$ cat src/rtl/i2c_reg_seq_if.sv
// Bundle between the register sequencer, its external register table and the i2c_com write engine.
interface i2c_reg_seq_if;
  logic [31:0] i2c_data;
  logic        start;
  logic        fl_read;
  logic        tr_end;
  logic [7:0]  lut_index;
  logic [23:0] lut_data;

  modport master (
    output i2c_data, start, fl_read, lut_index,
    input  tr_end, lut_data
  );

  modport slave (
    input  i2c_data, start, fl_read, lut_index,
    output tr_end, lut_data
  );
endinterface

$ cat src/rtl/i2c_reg_seq.sv
// OV5640 register-table sequencer: waits out power-up, then issues one i2c_com write frame per table entry.
// Define I2C_SEQ_DELAY_CMD_EN to treat reg_addr 16'hFFFF entries as delay pseudo-commands.
module i2c_reg_seq #(
  parameter logic [7:0]  DEV_ADDR    = 8'h78,
  parameter logic [7:0]  LUT_SIZE    = 8'd252,
  parameter logic [19:0] PWRUP_CYC   = 20'd20000,
  parameter logic [7:0]  GAP_CYC     = 8'd4,
  parameter logic [15:0] MS_CYC      = 16'd40,
  parameter logic [7:0]  TIMEOUT_CYC = 8'd80
) (
  input  logic          clock_i2c2,
  input  logic          camera_rstn,
  input  logic          cfg_restart,
  i2c_reg_seq_if.master i2c,
  output logic          busy,
  output logic          cfg_done,
  output logic          cfg_err
);

  localparam logic [2:0] S_PWRUP     = 3'd0;
  localparam logic [2:0] S_LOAD      = 3'd1;
  localparam logic [2:0] S_KICK      = 3'd2;
  localparam logic [2:0] S_WAIT      = 3'd3;
  localparam logic [2:0] S_GAP       = 3'd4;
  localparam logic [2:0] S_IDLE_DONE = 3'd5;
`ifdef I2C_SEQ_DELAY_CMD_EN
  localparam logic [2:0] S_DELAY     = 3'd6;
  localparam int         CNT_W       = 24;
`else
  localparam int         CNT_W       = 20;
`endif

  logic [2:0]       state_q, state_d;
  logic [CNT_W-1:0] cnt_q, cnt_d, cnt_inc;
  logic [7:0]       lut_index_q, lut_index_d;
  logic [31:0]      i2c_data_q, i2c_data_d;
  logic             start_q, start_d;
  logic             busy_q, busy_d;
  logic             cfg_done_q, cfg_done_d;
  logic             cfg_err_q, cfg_err_d;
  logic             restart_pend_q, restart_pend_d;
  logic             restart_req, apply_restart;

`ifdef I2C_SEQ_DELAY_CMD_EN
  // The delay entry's index is already advanced on leaving DELAY, so the following GAP must not bump it again.
  logic             from_delay_q, from_delay_d;
  logic [23:0]      delay_cyc;
  assign delay_cyc = {16'd0, i2c_data_q[7:0]} * {8'd0, MS_CYC};
`endif

  always_comb begin
    state_d        = state_q;
    cnt_d          = cnt_q;
    lut_index_d    = lut_index_q;
    i2c_data_d     = i2c_data_q;
    cfg_done_d     = cfg_done_q;
    cfg_err_d      = cfg_err_q;
    restart_pend_d = restart_pend_q | cfg_restart;
    restart_req    = restart_pend_q | cfg_restart;
    apply_restart  = 1'b0;
    cnt_inc        = cnt_q + CNT_W'(1);
`ifdef I2C_SEQ_DELAY_CMD_EN
    from_delay_d   = from_delay_q;
`endif
    case (state_q)
      S_PWRUP: begin
        if (restart_req) begin
          apply_restart = 1'b1;
        end else if (cnt_inc >= CNT_W'(PWRUP_CYC)) begin
          state_d = S_LOAD;
          cnt_d   = '0;
        end else begin
          cnt_d = cnt_inc;
        end
      end
      S_LOAD: begin
        if (restart_req) begin
          apply_restart = 1'b1;
        end else if (lut_index_q == LUT_SIZE) begin
          state_d    = S_IDLE_DONE;
          cfg_done_d = 1'b1;
        end else begin
          i2c_data_d = {DEV_ADDR, i2c.lut_data};
          cnt_d      = '0;
`ifdef I2C_SEQ_DELAY_CMD_EN
          from_delay_d = 1'b0;
          if (i2c.lut_data[23:8] == 16'hFFFF) state_d = S_DELAY;
          else
`endif
          state_d = S_KICK;
        end
      end
      S_KICK: begin
        if (cnt_q[0]) begin
          state_d = S_WAIT;
          cnt_d   = '0;
        end else begin
          cnt_d = cnt_inc;
        end
      end
      S_WAIT: begin
        if (i2c.tr_end) begin
          state_d = S_GAP;
          cnt_d   = '0;
        end else if (cnt_inc >= CNT_W'(TIMEOUT_CYC)) begin
          state_d   = S_GAP;
          cnt_d     = '0;
          cfg_err_d = 1'b1;
        end else begin
          cnt_d = cnt_inc;
        end
      end
      S_GAP: begin
        if (cnt_inc >= CNT_W'(GAP_CYC)) begin
          cnt_d = '0;
          if (restart_req) begin
            apply_restart = 1'b1;
          end else begin
            state_d = S_LOAD;
`ifdef I2C_SEQ_DELAY_CMD_EN
            if (!from_delay_q)
`endif
            lut_index_d = lut_index_q + 8'd1;
          end
        end else begin
          cnt_d = cnt_inc;
        end
      end
`ifdef I2C_SEQ_DELAY_CMD_EN
      S_DELAY: begin
        if (cnt_inc >= delay_cyc) begin
          state_d      = S_GAP;
          cnt_d        = '0;
          lut_index_d  = lut_index_q + 8'd1;
          from_delay_d = 1'b1;
        end else begin
          cnt_d = cnt_inc;
        end
      end
`endif
      S_IDLE_DONE: begin
        if (restart_req) apply_restart = 1'b1;
      end
      default: state_d = S_PWRUP;
    endcase

    // A restart skips power-up and reruns the table from entry 0.
    if (apply_restart) begin
      state_d        = S_LOAD;
      cnt_d          = '0;
      lut_index_d    = 8'd0;
      cfg_done_d     = 1'b0;
      cfg_err_d      = 1'b0;
      restart_pend_d = 1'b0;
    end

    start_d = (state_d != S_KICK);
    busy_d  = (state_d != S_IDLE_DONE);
  end

  always_ff @(posedge clock_i2c2 or negedge camera_rstn) begin
    if (!camera_rstn) begin
      state_q        <= S_PWRUP;
      cnt_q          <= '0;
      lut_index_q    <= 8'd0;
      i2c_data_q     <= 32'd0;
      start_q        <= 1'b1;
      busy_q         <= 1'b1;
      cfg_done_q     <= 1'b0;
      cfg_err_q      <= 1'b0;
      restart_pend_q <= 1'b0;
`ifdef I2C_SEQ_DELAY_CMD_EN
      from_delay_q   <= 1'b0;
`endif
    end else begin
      state_q        <= state_d;
      cnt_q          <= cnt_d;
      lut_index_q    <= lut_index_d;
      i2c_data_q     <= i2c_data_d;
      start_q        <= start_d;
      busy_q         <= busy_d;
      cfg_done_q     <= cfg_done_d;
      cfg_err_q      <= cfg_err_d;
      restart_pend_q <= restart_pend_d;
`ifdef I2C_SEQ_DELAY_CMD_EN
      from_delay_q   <= from_delay_d;
`endif
    end
  end

  assign i2c.i2c_data  = i2c_data_q;
  assign i2c.start     = start_q;
  assign i2c.fl_read   = 1'b0;
  assign i2c.lut_index = lut_index_q;
  assign busy          = busy_q;
  assign cfg_done      = cfg_done_q;
  assign cfg_err       = cfg_err_q;

endmodule

$ cat src/flat_wrapper.sv
// flat-port wrapper written by rule: the top's interface ports become plain ports
module i2c_reg_seq_flat 
#(
  parameter logic [7:0]  DEV_ADDR    = 8'h78,
  parameter logic [7:0]  LUT_SIZE    = 8'd252,
  parameter logic [19:0] PWRUP_CYC   = 20'd20000,
  parameter logic [7:0]  GAP_CYC     = 8'd4,
  parameter logic [15:0] MS_CYC      = 16'd40,
  parameter logic [7:0]  TIMEOUT_CYC = 8'd80
)
  (clock_i2c2, camera_rstn, cfg_restart, busy, cfg_done, cfg_err, i2c_i2c_data, i2c_start, i2c_fl_read, i2c_lut_index, i2c_tr_end, i2c_lut_data);
  i2c_reg_seq_if i2c_i ();
  input  logic clock_i2c2;
  input  logic camera_rstn;
  input  logic cfg_restart;
  output logic busy;
  output logic cfg_done;
  output logic cfg_err;
  output wire logic [$bits(i2c_i.i2c_data)-1:0] i2c_i2c_data;
  output wire logic [$bits(i2c_i.start)-1:0] i2c_start;
  output wire logic [$bits(i2c_i.fl_read)-1:0] i2c_fl_read;
  output wire logic [$bits(i2c_i.lut_index)-1:0] i2c_lut_index;
  input wire logic [$bits(i2c_i.tr_end)-1:0] i2c_tr_end;
  input wire logic [$bits(i2c_i.lut_data)-1:0] i2c_lut_data;
  assign i2c_i2c_data = i2c_i.i2c_data;
  assign i2c_start = i2c_i.start;
  assign i2c_fl_read = i2c_i.fl_read;
  assign i2c_lut_index = i2c_i.lut_index;
  assign i2c_i.tr_end = i2c_tr_end;
  assign i2c_i.lut_data = i2c_lut_data;
  i2c_reg_seq #(.DEV_ADDR(DEV_ADDR), .LUT_SIZE(LUT_SIZE), .PWRUP_CYC(PWRUP_CYC), .GAP_CYC(GAP_CYC), .MS_CYC(MS_CYC), .TIMEOUT_CYC(TIMEOUT_CYC)) u_core (.clock_i2c2(clock_i2c2), .camera_rstn(camera_rstn), .cfg_restart(cfg_restart), .i2c(i2c_i), .busy(busy), .cfg_done(cfg_done), .cfg_err(cfg_err));
endmodule
$ cat config.mk
export PLATFORM = sky130hd
export DESIGN_NAME = i2c_reg_seq_flat
export DESIGN_NICKNAME = d
export VERILOG_FILES = /design/src/rtl/i2c_reg_seq_if.sv /design/src/rtl/i2c_reg_seq.sv /design/src/flat_wrapper.sv
export SDC_FILE = /design/constraint.sdc
export NUM_CORES = 1
export LEC_CHECK = 0
export CAP_MARGIN = 20
export CORE_ASPECT_RATIO = 0.7
export CORE_MARGIN = 2
export CORE_UTILIZATION = 56
export CTS_CLUSTER_DIAMETER = 100
export DETAILED_ROUTE_END_ITERATION = 16
export MAX_ROUTING_LAYER = met4
export PLACE_DENSITY = 0.86
export SYNTH_ARGS = -nofsm -noshare
export SYNTH_HDL_FRONTEND = slang
export SYNTH_SLANG_ARGS = --single-unit
$ cat constraint.sdc
create_clock -name clock_i2c2 -period 6.76 [get_ports clock_i2c2]
set_input_delay 1.352 -clock clock_i2c2 [delete_from_list [all_inputs] [get_ports clock_i2c2]]
set_output_delay 1.352 -clock clock_i2c2 [all_outputs]
set_load 0.1 [all_outputs]
==> metrics.md <==
| Metric | Value |
|---|---|
| Most frequent cell after synthesis | dfrtp_1 |
| Dominant synthesized flop cell | dfrtp_1 |
| Flop2flop setup slack | 3140 ps |
| Post-Syn Area | 3700 um^2 |
| Placed Cells incl. Taps | 508 |
| Post-DRT Antenna Nets | 0 |
| Die width | 101 um |
| Syn Inst Count | 387 |
| Skew-Pair Late Insertion Delay | 350 ps |
| Die Y-Extent | 72.0 um |
| Clk sinks | 61 |
| CP Class | reg2reg |
| Synth Area in Simple Gates | 22.7% |
| Leakage | 1.76 nW |
| Synth warn | 0 |
| Worst-path clk slew | 70 ps |
| Pins Over Slew Limit | 0 |
| Die area | 7280 um^2 |
| Core area | 6310 um^2 |
| CP max stage cell | nor4_1 |
| FFs w/ async S/R, synth | 100% |
| # rows | 24 |
| Endpoint class of the critical path | register |
| CP Cell Sequence | ha_1, nand2_2, nor4_1, mux2i_1, a32oi_1, o2111ai_2, nand2_2, nand2_1, o31ai_1 |
| GR met1 Demand/Resource | 41.3% |
| Status | complete, no violations |
| Max_slew headroom | 32.6% |
| CTS max path bufs | 2 |
| DRC Markers | 0 |
| Slowest Stage Delay on Critical Path | 680 ps |
| WL per Instance | 18.4 um |
| CTS tree | built |
| Final Hold Viols | 0 |
| Compound-Gate Fraction of Synth Area | 17.2% |
| Worst hold path endpoint | u_core.i2c.i2c_data[23] |
| Inserted Diodes | 0 |
| Number of max-cap violations | 0 |
| Starting DRT DRC Count | 305 |
| Congestion Overflow GR | 0 |
| Final setup TNS | 0 ps |
| Layout Cells excl Fill | 524 |
| Final worst path period share | 53.6% |
| IO Count | 73 |
| Peak Freq | 276 MHz |
| Final setup vio count | 0 |
| EDFF count, synth | 0 |
| CP max FO | 9 |
| CTS root buf | clkbuf_8 |
| Hold_buf cts | 0 |
| CP most frequent cell | nand2_2 |
| RSZ-0062 raised after global routing | no |
| Main combinational cell family by area after synthesis | simple AND/OR/NAND/NOR gates |
| Worst hold start | u_core.i2c.i2c_data[23] |
| #FFs+latches synth | 61 |
| Post-synthesis mux area share | 8.12% |
| Synth-to-Final Area Change | 21.4% |
| Syn avg cell area | 9.55 um^2 |
| Seq/Total Area, Yosys | 41.4% |
| Fin Clk Skew | 12.8 ps |
| Pin count of the biggest net entering global routing | 62 |
| Nets | 473 |
| First-pass GRT wire length | 16100 um |
| Xor and xnor fraction of the mapped netlist area | 2.13% |
| Synth top cells by count | dfrtp_1 (59), nand2_1 (37), nor2_1 (34) |
| Vias in the first global route | 3236 |
| Crit path max-delay family | simple AND/OR/NAND/NOR gates |
| PortBufs | 67 |
| Total power density per cell area | 452 nW/um^2 |
| Via count | 3364 |
| Initial antenna violation count | 0 |
| PostCTS Resize Cnt | 0 |
| Final wirelength | 9660 um |
| Worst-Margin Slew | 1010 ps |
| Initial Util | 58.6% |
| Met2 Use GR | 41.4% |
| DP Worst Slack | 2860 ps |
| R2r worst-path depth | 9 |
| Postcts setup bufs | 0 |
| Final core utilization | 71.2% |
| Hold Path Stages | 1 |
| GPL Wtd Cong | 0.971 |
| Hold WC Path Type | reg2reg |
| Reg2reg start | u_core.cnt_q[0] |
| Critical Path AT | 3870 ps |
| CP Buf/Inv Count | 0 |
| Area leader, netlist | dfrtp_1 |
| Worst EP required | 7010 ps |
| Area contributors post-synth | dfrtp_1 (40%), mux2_2 (7.3%), nand2_1 (3.8%), nor2_1 (3.5%), nor3_1 (2.7%) |
| Top-area cell type share of the netlist area | 39.9% |
| Count of cell types in the netlist | 68 |
| Avg Vias per Cell | 6.42 |
| Share of cells above drive strength 1 | 15.7% |
| Maximum vdd ir drop | 0.438 mV |
| Met3 GRT Util | 8.77% |
| GR peak layer | met2 |
| Tmin final | 3620 ps |
| HPWL Detailed | 6870 um |
| Adder-Cell Fraction of Synth Area | 1.35% |
| Detailed Routing Iterations Pass 1 | 5 |
| Final worst slack | 3140 ps |
| GRT Overall Usage | 29.2% |
| Worst R2R End | u_core.cnt_q[1] |
| CTS buffer count | 9 |
| Fillers | 474 |
| Element type at the critical path start | register |
| Htree depth | 3 |
-- flip-flops by register name (all words and copies together) (netlist names) --
register,count
u_core.cfg_err,1
u_core.state_q,3
u_core.i2c.i2c_data,25
u_core.busy,1
u_core.cfg_done,1
u_core.restart_pend_q,1
u_core.cnt_q,20
u_core.i2c.start,1
u_core.i2c.lut_index,8
-- through the flow --
stage	power, mW	hold slack, ps	cell area (um^2)
after floorplan	1.41	476	3710
after global placement	1.66	487	4280
after detailed placement	1.68	488	4280
after CTS	2.03	509	4490
after global routing	2.10	536	4490
final	2.03	508	4490
-- kinds of logic (layout without fill, tap and decap cells) --
kind of cell,count (synthesis),count (layout)
DFF,61,61
other,1,5
buffers and inverters,41,96
and+or+nand+nor,162,162
AOI/OAI and AO/OA,82,82
xor gates and xnor gates,9,9
muxes,27,27
adders and majority gates,4,4
-- final cells by class --
cell class | count | area (um^2) | share of cell area [%]
Clock buffer | 9 | 124 | 2.76
Clock inverter | 7 | 82.6 | 1.84
Inverter | 10 | 37.5 | 0.836
Multi-Input combinational cell | 289 | 1930 | 43.0
Sequential cell | 61 | 1530 | 34.1
Tap cell | 78 | 97.6 | 2.17
Timing Repair Buffer | 70 | 688 | 15.3
-- worst max-delay path by stage --
stage | startpoint | endpoint | slack, ps | cells past startpoint
after floorplan | i2c_tr_end | u_core.cnt_q[2] | 3750 | 6
final | u_core.cnt_q[0] | u_core.cnt_q[1] | 3140 | 9
after global placement | i2c_tr_end | u_core.cnt_q[2] | 3030 | 7
after detailed placement | i2c_tr_end | u_core.cnt_q[2] | 2860 | 7
after CTS | u_core.cnt_q[0] | u_core.cnt_q[2] | 3210 | 9
after global routing | u_core.cnt_q[0] | u_core.cnt_q[2] | 2870 | 9
-- power by group --
part,total [mW],switching [mW],internal [mW]
sequential,0.535,0.0778,0.458
combinational,1.15,0.856,0.291
clock,0.345,0.169,0.176
total,2.03,1.10,0.924
-- cell usage in the layout (no fill, tap or decap), types with 3 or more instances in the layout --
master,n
a21boi_0,4
a21oi_1,13
a31oi_1,4
and2_1,5
and3_1,5
buf_4,3
clkbuf_8,9
clkdlybuf4s50_1,66
conb_1,5
dfrtp_1,59
ha_1,4
inv_1,10
mux2_2,24
mux2i_1,3
nand2_1,37
nand2b_1,4
nand3_1,19
nand4_1,12
nand4b_1,3
nor2_1,34
nor3_1,20
nor4_1,3
o2111ai_1,9
o211ai_1,3
o21ai_0,6
o21ai_1,5
o22ai_1,3
o31ai_1,8
or3_2,3
xnor2_1,7
-- layer usage --
layer	share of wire, %	vias up
met5	0	-
met4	0.89	0
met3	11	14
met2	44	214
met1	45	1605
li1	-	1531
Note: power is estimated with default switching activity, not from simulation.
